[src/rtl/lbp_pkg.sv]
// Shared LBP definitions: FSM states, neighbour index map,
// and a clog2 helper for counter sizing.
package lbp_pkg;

  typedef enum logic [2:0] {
    IDLE,
    FILL,
    SHIFT,
    CALC,
    OUT,
    ZERO,
    DONE
  } state_t;

  // Window slots are row-major 0..8, centre in slot 4.
  localparam int CTR_IDX = 4;
  localparam int NB_IDX [8] = '{0, 1, 2, 3, 5, 6, 7, 8};

  function automatic int clog2(input int v);
    int n;
    n = 0;
    for (int i = 0; i < 31; i++) begin
      if ((1 << i) < v) n = i + 1;
    end
    return (n < 1) ? 1 : n;
  endfunction

endpackage

[src/rtl/lbp_code_calc.sv]
// Combinational 3x3 LBP code: win (9 pixels, row-major), thr -> code.
// Bit i set when neighbour NB_IDX[i] >= centre + thr (no wrap).
module lbp_code_calc
  import lbp_pkg::*;
#(
  parameter int DW = 8
) (
  input  logic [8:0][DW-1:0] win,
  input  logic [DW-1:0]      thr,
  output logic [7:0]         code
);

  // One extra bit so a centre+thr overflow can never match.
  logic [DW:0] lvl;

  assign lvl = {1'b0, win[CTR_IDX]} + {1'b0, thr};

  for (genvar i = 0; i < 8; i++) begin : g_bit
    assign code[i] = ({1'b0, win[NB_IDX[i]]} >= lvl);
  end

endmodule

[src/rtl/lbp_engine.sv]
// Raster-order 3x3 LBP engine over a sync-read frame memory.
// Ports: gray_* read side, lbp_* valid/ready code output, finish.
module lbp_engine
  import lbp_pkg::*;
#(
  parameter int IMG_W       = 128,
  parameter int IMG_H       = 128,
  parameter int DW          = 8,
  parameter int AW          = 14,
  parameter int BORDER_ZERO = 0
) (
  input  logic          clk,
  input  logic          reset,
  input  logic [DW-1:0] thr,
  input  logic          gray_ready,
  output logic          gray_req,
  output logic [AW-1:0] gray_addr,
  input  logic [DW-1:0] gray_data,
  output logic          lbp_valid,
  input  logic          lbp_ready,
  output logic [AW-1:0] lbp_addr,
  output logic [7:0]    lbp_data,
  output logic          finish
);

  localparam int RW = clog2(IMG_H);
  localparam int CW = clog2(IMG_W);

  state_t               state;
  logic [RW-1:0]        r;
  logic [CW-1:0]        c;
  logic [3:0]           k;
  logic [8:0][DW-1:0]   win;
  logic [DW-1:0]        thr_q;
  logic [7:0]           code;

  logic [RW-1:0]        tr;
  logic [CW-1:0]        tc;
  logic                 tend;
  logic                 tborder;
  logic                 go;

  function automatic logic [AW-1:0] pix(
    input logic [AW-1:0] row,
    input logic [AW-1:0] col
  );
    return row * AW'(IMG_W) + col;
  endfunction

  lbp_code_calc #(.DW(DW)) u_calc (
    .win  (win),
    .thr  (thr_q),
    .code (code)
  );

  // Target pixel of the next launch: first pixel from IDLE,
  // otherwise the raster successor of (r,c).
  always_comb begin
    tr   = r;
    tc   = c;
    tend = 1'b0;
    if (state == IDLE) begin
      tr = (BORDER_ZERO != 0) ? '0 : RW'(1);
      tc = (BORDER_ZERO != 0) ? '0 : CW'(1);
    end else if (BORDER_ZERO != 0) begin
      tend = (r == RW'(IMG_H - 1)) && (c == CW'(IMG_W - 1));
      if (c == CW'(IMG_W - 1)) begin
        tr = r + RW'(1);
        tc = '0;
      end else begin
        tc = c + CW'(1);
      end
    end else begin
      tend = (r == RW'(IMG_H - 2)) && (c == CW'(IMG_W - 2));
      if (c == CW'(IMG_W - 2)) begin
        tr = r + RW'(1);
        tc = CW'(1);
      end else begin
        tc = c + CW'(1);
      end
    end
    tborder = (tr == '0) || (tr == RW'(IMG_H - 1)) ||
              (tc == '0) || (tc == CW'(IMG_W - 1));
    go = ((state == IDLE) && gray_ready) ||
         (((state == OUT) || (state == ZERO)) && lbp_ready);
  end

  always_ff @(posedge clk or posedge reset) begin
    if (reset) begin
      state     <= IDLE;
      r         <= '0;
      c         <= '0;
      k         <= '0;
      win       <= '0;
      thr_q     <= '0;
      gray_req  <= 1'b0;
      gray_addr <= '0;
      lbp_valid <= 1'b0;
      lbp_addr  <= '0;
      lbp_data  <= '0;
      finish    <= 1'b0;
    end else if (go) begin
      r <= tr;
      c <= tc;
      k <= '0;
      if (state == IDLE) thr_q <= thr;
      if (tend) begin
        state     <= DONE;
        lbp_valid <= 1'b0;
        finish    <= 1'b1;
      end else if (tborder) begin
        state     <= ZERO;
        lbp_valid <= 1'b1;
        lbp_addr  <= pix(AW'(tr), AW'(tc));
        lbp_data  <= '0;
      end else if (tc == CW'(1)) begin
        state     <= FILL;
        lbp_valid <= 1'b0;
        gray_req  <= 1'b1;
        gray_addr <= pix(AW'(tr) - AW'(1), AW'(tc) - AW'(1));
      end else begin
        state     <= SHIFT;
        lbp_valid <= 1'b0;
        gray_req  <= 1'b1;
        gray_addr <= pix(AW'(tr) - AW'(1), AW'(tc) + AW'(1));
        for (int i = 0; i < 3; i++) begin
          win[3*i]   <= win[3*i+1];
          win[3*i+1] <= win[3*i+2];
        end
      end
    end else begin
      unique case (state)
        FILL: begin
          // Data for request k-1 lands while k is presented.
          if (k != 4'd0) win[k - 4'd1] <= gray_data;
          if (k < 4'd8) begin
            gray_req  <= 1'b1;
            gray_addr <= gray_addr +
              (((k == 4'd2) || (k == 4'd5)) ?
                AW'(IMG_W - 2) : AW'(1));
          end else begin
            gray_req <= 1'b0;
          end
          if (k == 4'd9) state <= CALC;
          else k <= k + 4'd1;
        end
        SHIFT: begin
          unique case (k)
            4'd1:    win[2] <= gray_data;
            4'd2:    win[5] <= gray_data;
            4'd3:    win[8] <= gray_data;
            default: ;
          endcase
          if (k < 4'd2) begin
            gray_req  <= 1'b1;
            gray_addr <= gray_addr + AW'(IMG_W);
          end else begin
            gray_req <= 1'b0;
          end
          if (k == 4'd3) state <= CALC;
          else k <= k + 4'd1;
        end
        CALC: begin
          state     <= OUT;
          lbp_valid <= 1'b1;
          lbp_addr  <= pix(AW'(r), AW'(c));
          lbp_data  <= code;
        end
        default: ;
      endcase
    end
  end

endmodule

[config.mk]
export PLATFORM = sky130hd
export DESIGN_NAME = lbp_engine
export DESIGN_NICKNAME = d
export VERILOG_FILES = /design/src/rtl/lbp_pkg.sv /design/src/rtl/lbp_code_calc.sv /design/src/rtl/lbp_engine.sv
export SDC_FILE = /design/constraint.sdc
export NUM_CORES = 1
export LEC_CHECK = 0
export BUFFER_PORTS_ARGS = -buffer_cell sky130_fd_sc_hd__buf_2
export CORE_ASPECT_RATIO = 0.7
export CORE_MARGIN = 2
export CORE_UTILIZATION = 40
export DETAILED_ROUTE_END_ITERATION = 16
export PLACE_DENSITY = 0.58
export SLEW_MARGIN = 5
export SYNTH_ARGS = -nofsm -noshare
export SYNTH_HDL_FRONTEND = slang
export SYNTH_HIERARCHICAL = 1
export SYNTH_SLANG_ARGS = --single-unit
[constraint.sdc]
create_clock -name clk -period 5.26 [get_ports clk]
set_input_delay 0.789 -clock clk [delete_from_list [all_inputs] [get_ports clk]]
set_output_delay 0.789 -clock clk [all_outputs]
set_load 0.02 [all_outputs]
==> results.json <==
{
  "crit_required_ns": 5.60,
  "yosysTopAreaCell": "dfrtp_1",
  "arrival_ns": 4.78,
  "final.setup.tns_ns": 0,
  "clk_pin_slew_worst_paths_ns": 0.06,
  "synth.top_cell.area_share": 0.377,
  "ys_seq_elements": 140,
  "cts_tree": "built",
  "synth_edf_count": 0,
  "slowest_stage": "nor2b_1",
  "clock_latency_ns": 0.43,
  "cts-resized-gates": 0,
  "regArea_um2": 3500,
  "num_antenna_cells": 0,
  "core_um2": 22700,
  "io_pins": 59,
  "synth_most_common_cell": "dfrtp_1",
  "root_buffer": "clkbuf_16",
  "slew_viol_final": 0,
  "worstMarginPinSlew_ns": 1.16,
  "cts-htree-levels": 4,
  "rsz0062_at_grt": "false",
  "grt_max_degree": 107,
  "fp.dieH_um": 131,
  "post-route-min-period_ns": 4.44,
  "initial_utilization": 0.408,
  "crit_path_start_kind": "register",
  "multi_input_area_um2": 5400,
  "cts_hold_buf": 0,
  "place_congestion": 0.895,
  "worst-path-buf-inv": 2,
  "min_period_over_period": 0.844,
  "netlist_area_um2": 9280,
  "rows": 46,
  "synthArstFlopShare": 1.00,
  "grt_util_all_layers": 0.215,
  "endpoint_kind": "register",
  "hold_viol": 0,
  "cpLargestDelayFamily": "simple AND/OR/NAND/NOR gates",
  "drtIter0Drc": 734,
  "cts_buffer_depth": 2,
  "clock-sinks": 140,
  "ys.flop_type": "dfrtp_1",
  "critical_path.cell_chain": "inv_1, ha_1, and2_1, nand2_1, nand2_1, nor2_1, inv_1, ha_1, nand4b_1, o21ai_0, nor4b_4, a31oi_1, a31oi_1, a21oi_4, nor2b_1, a2bb2oi_1",
  "finalSetupViolations": 0,
  "gr-total-overflow": 0,
  "synth.distinct_cells": 71,
  "io_buffers": 58,
  "cap_viol_max_count": 0,
  "clock.fmax_mhz": 225,
  "fp.dieW_um": 186,
  "antenna_found_initial": 0,
  "ys_warn_count": 6,
  "outcome": "finished clean",
  "r2r_start": "c[0]",
  "critPathLaunch": "c[0]",
  "reg2reg_to": "win[38]",
  "max_stage_delay_ns": 0.60,
  "wl_per_cell_um": 18.9,
  "worstSetupPathType": "register to register",
  "cts_made_buffers": 17,
  "fin_worst_skew_ns": 0.00832,
  "drtAntennaViolNets": 0,
  "rrSetupSlack_ns": 0.82,
  "drc": 0,
  "dp_hpwl_um": 17900,
  "crit_fanout": 23,
  "syn-mean-instance-area_um2": 9.52,
  "drt_wl_total_um": 25200,
  "cts_setup_buffers": 0,
  "grt_pass1_vias": 7072,
  "layout-drive-gt1-share": 0.160,
  "reg2reg_depth": 16,
  "critPathCapture": "win[38]",
  "area_growth_pct": 13.0,
  "synth_area_leaders": "dfrtp_1 (38%), ha_1 (12%), mux2_2 (5.0%), a2bb2oi_1 (3.8%), nand2_1 (3.5%)",
  "grt_pass1_wl_um": 40800,
  "netlist_instances": 975,
  "relSlewSlack": 0.218,
  "vias_per_cell": 5.63,
  "vias": 7513,
  "firstDrtPassIters": 7,
  "synthTopCellsByCount": "dfrtp_1 (140), ha_1 (92), nand2_1 (87)",
  "final_nets": 1126,
  "die_area_um2": 24500,
  "fillers": 2141,
  "syn_nets": 1090,
  "hold_class": "register to register",
  "cp.depth": 16,
  "ys_seq_area_frac": 0.377
}
-- worst min-delay path by stage --
stage                         from       end  slack [ns]  depth (start not counted)
after CTS                   finish    finish        0.47                          1
after detailed placement    finish    finish        0.46                          1
after global placement      finish    finish        0.45                          1
after global routing        finish    finish        0.50                          1
final                       finish    finish        0.47                          1
after floorplan           thr_q[0]  thr_q[0]        0.49                          1
-- state kept, by name, summed over array words and instances (netlist names) --
signal,count
c,7
finish,1
gray_addr,14
gray_req,1
k,4
lbp_addr,14
lbp_data,8
lbp_valid,1
r,7
state,3
thr_q,8
win,72
-- cell usage in the layout, fill, tap and decap left out, types with 21 or more instances in the layout --
| master | count |
|---|---|
| nand2_1 | 87 |
| a21oi_1 | 54 |
| a2bb2oi_1 | 40 |
| nor2_1 | 65 |
| dfrtp_1 | 140 |
| mux2_2 | 41 |
| o21ai_0 | 43 |
| ha_1 | 92 |
| o22ai_1 | 46 |
| inv_1 | 41 |
| nand3_1 | 21 |
| xnor2_1 | 25 |
| buf_2 | 58 |
-- metrics by stage --
step	setup WS, ns	util	area (um2)	hold slack, ns	cells
floorplan	0.718	-	9280	0.487	975
global placement	1.12	0.434	9860	0.447	1304
detailed placement	0.912	0.434	9860	0.455	1304
CTS	0.872	0.461	10500	0.473	1334
global route	0.416	0.461	10500	0.496	1334
finish	0.820	0.461	10500	0.469	1334
-- cell families (layout without fill, tap and decap cells) --
| family | count (synthesis) | count (layout) | synth area share |
|---|---|---|---|
| buffers and inverters | 99 | 146 | 0.0430 |
| adders and majority gates | 95 | 95 | 0.130 |
| xor gates and xnor gates | 42 | 42 | 0.0396 |
| and+or+nand+nor | 261 | 261 | 0.136 |
| muxes | 52 | 52 | 0.0623 |
| DFF | 140 | 140 | 0.377 |
| AOI/OAI and AO/OA | 286 | 286 | 0.212 |
-- cell type report --
class | instances | area share
clock buffer | 19 | 0.0432
clock inverter | 11 | 0.0160
inverter | 42 | 0.0155
multi-input combinational | 736 | 0.515
sequential | 140 | 0.334
tap | 312 | 0.0372
timing repair buffer | 74 | 0.0391
-- metal layers --
| layer | up-vias | wire, um | share of wire | GRT usage |
|---|---|---|---|---|
| li1 | 3669 | - | - | - |
| met5 | - | 0 | 0 | 0 |
| met2 | 221 | 9540 | 0.38 | 0.270 |
| met4 | 0 | 320 | 0.013 | 0.0525 |
| met3 | 20 | 1630 | 0.065 | 0.0421 |
| met1 | 3603 | 13700 | 0.54 | 0.363 |
Power is left out: the tool's default activity adds up to more than one toggle a clock period on the data nets, which glitch-free logic cannot reach.
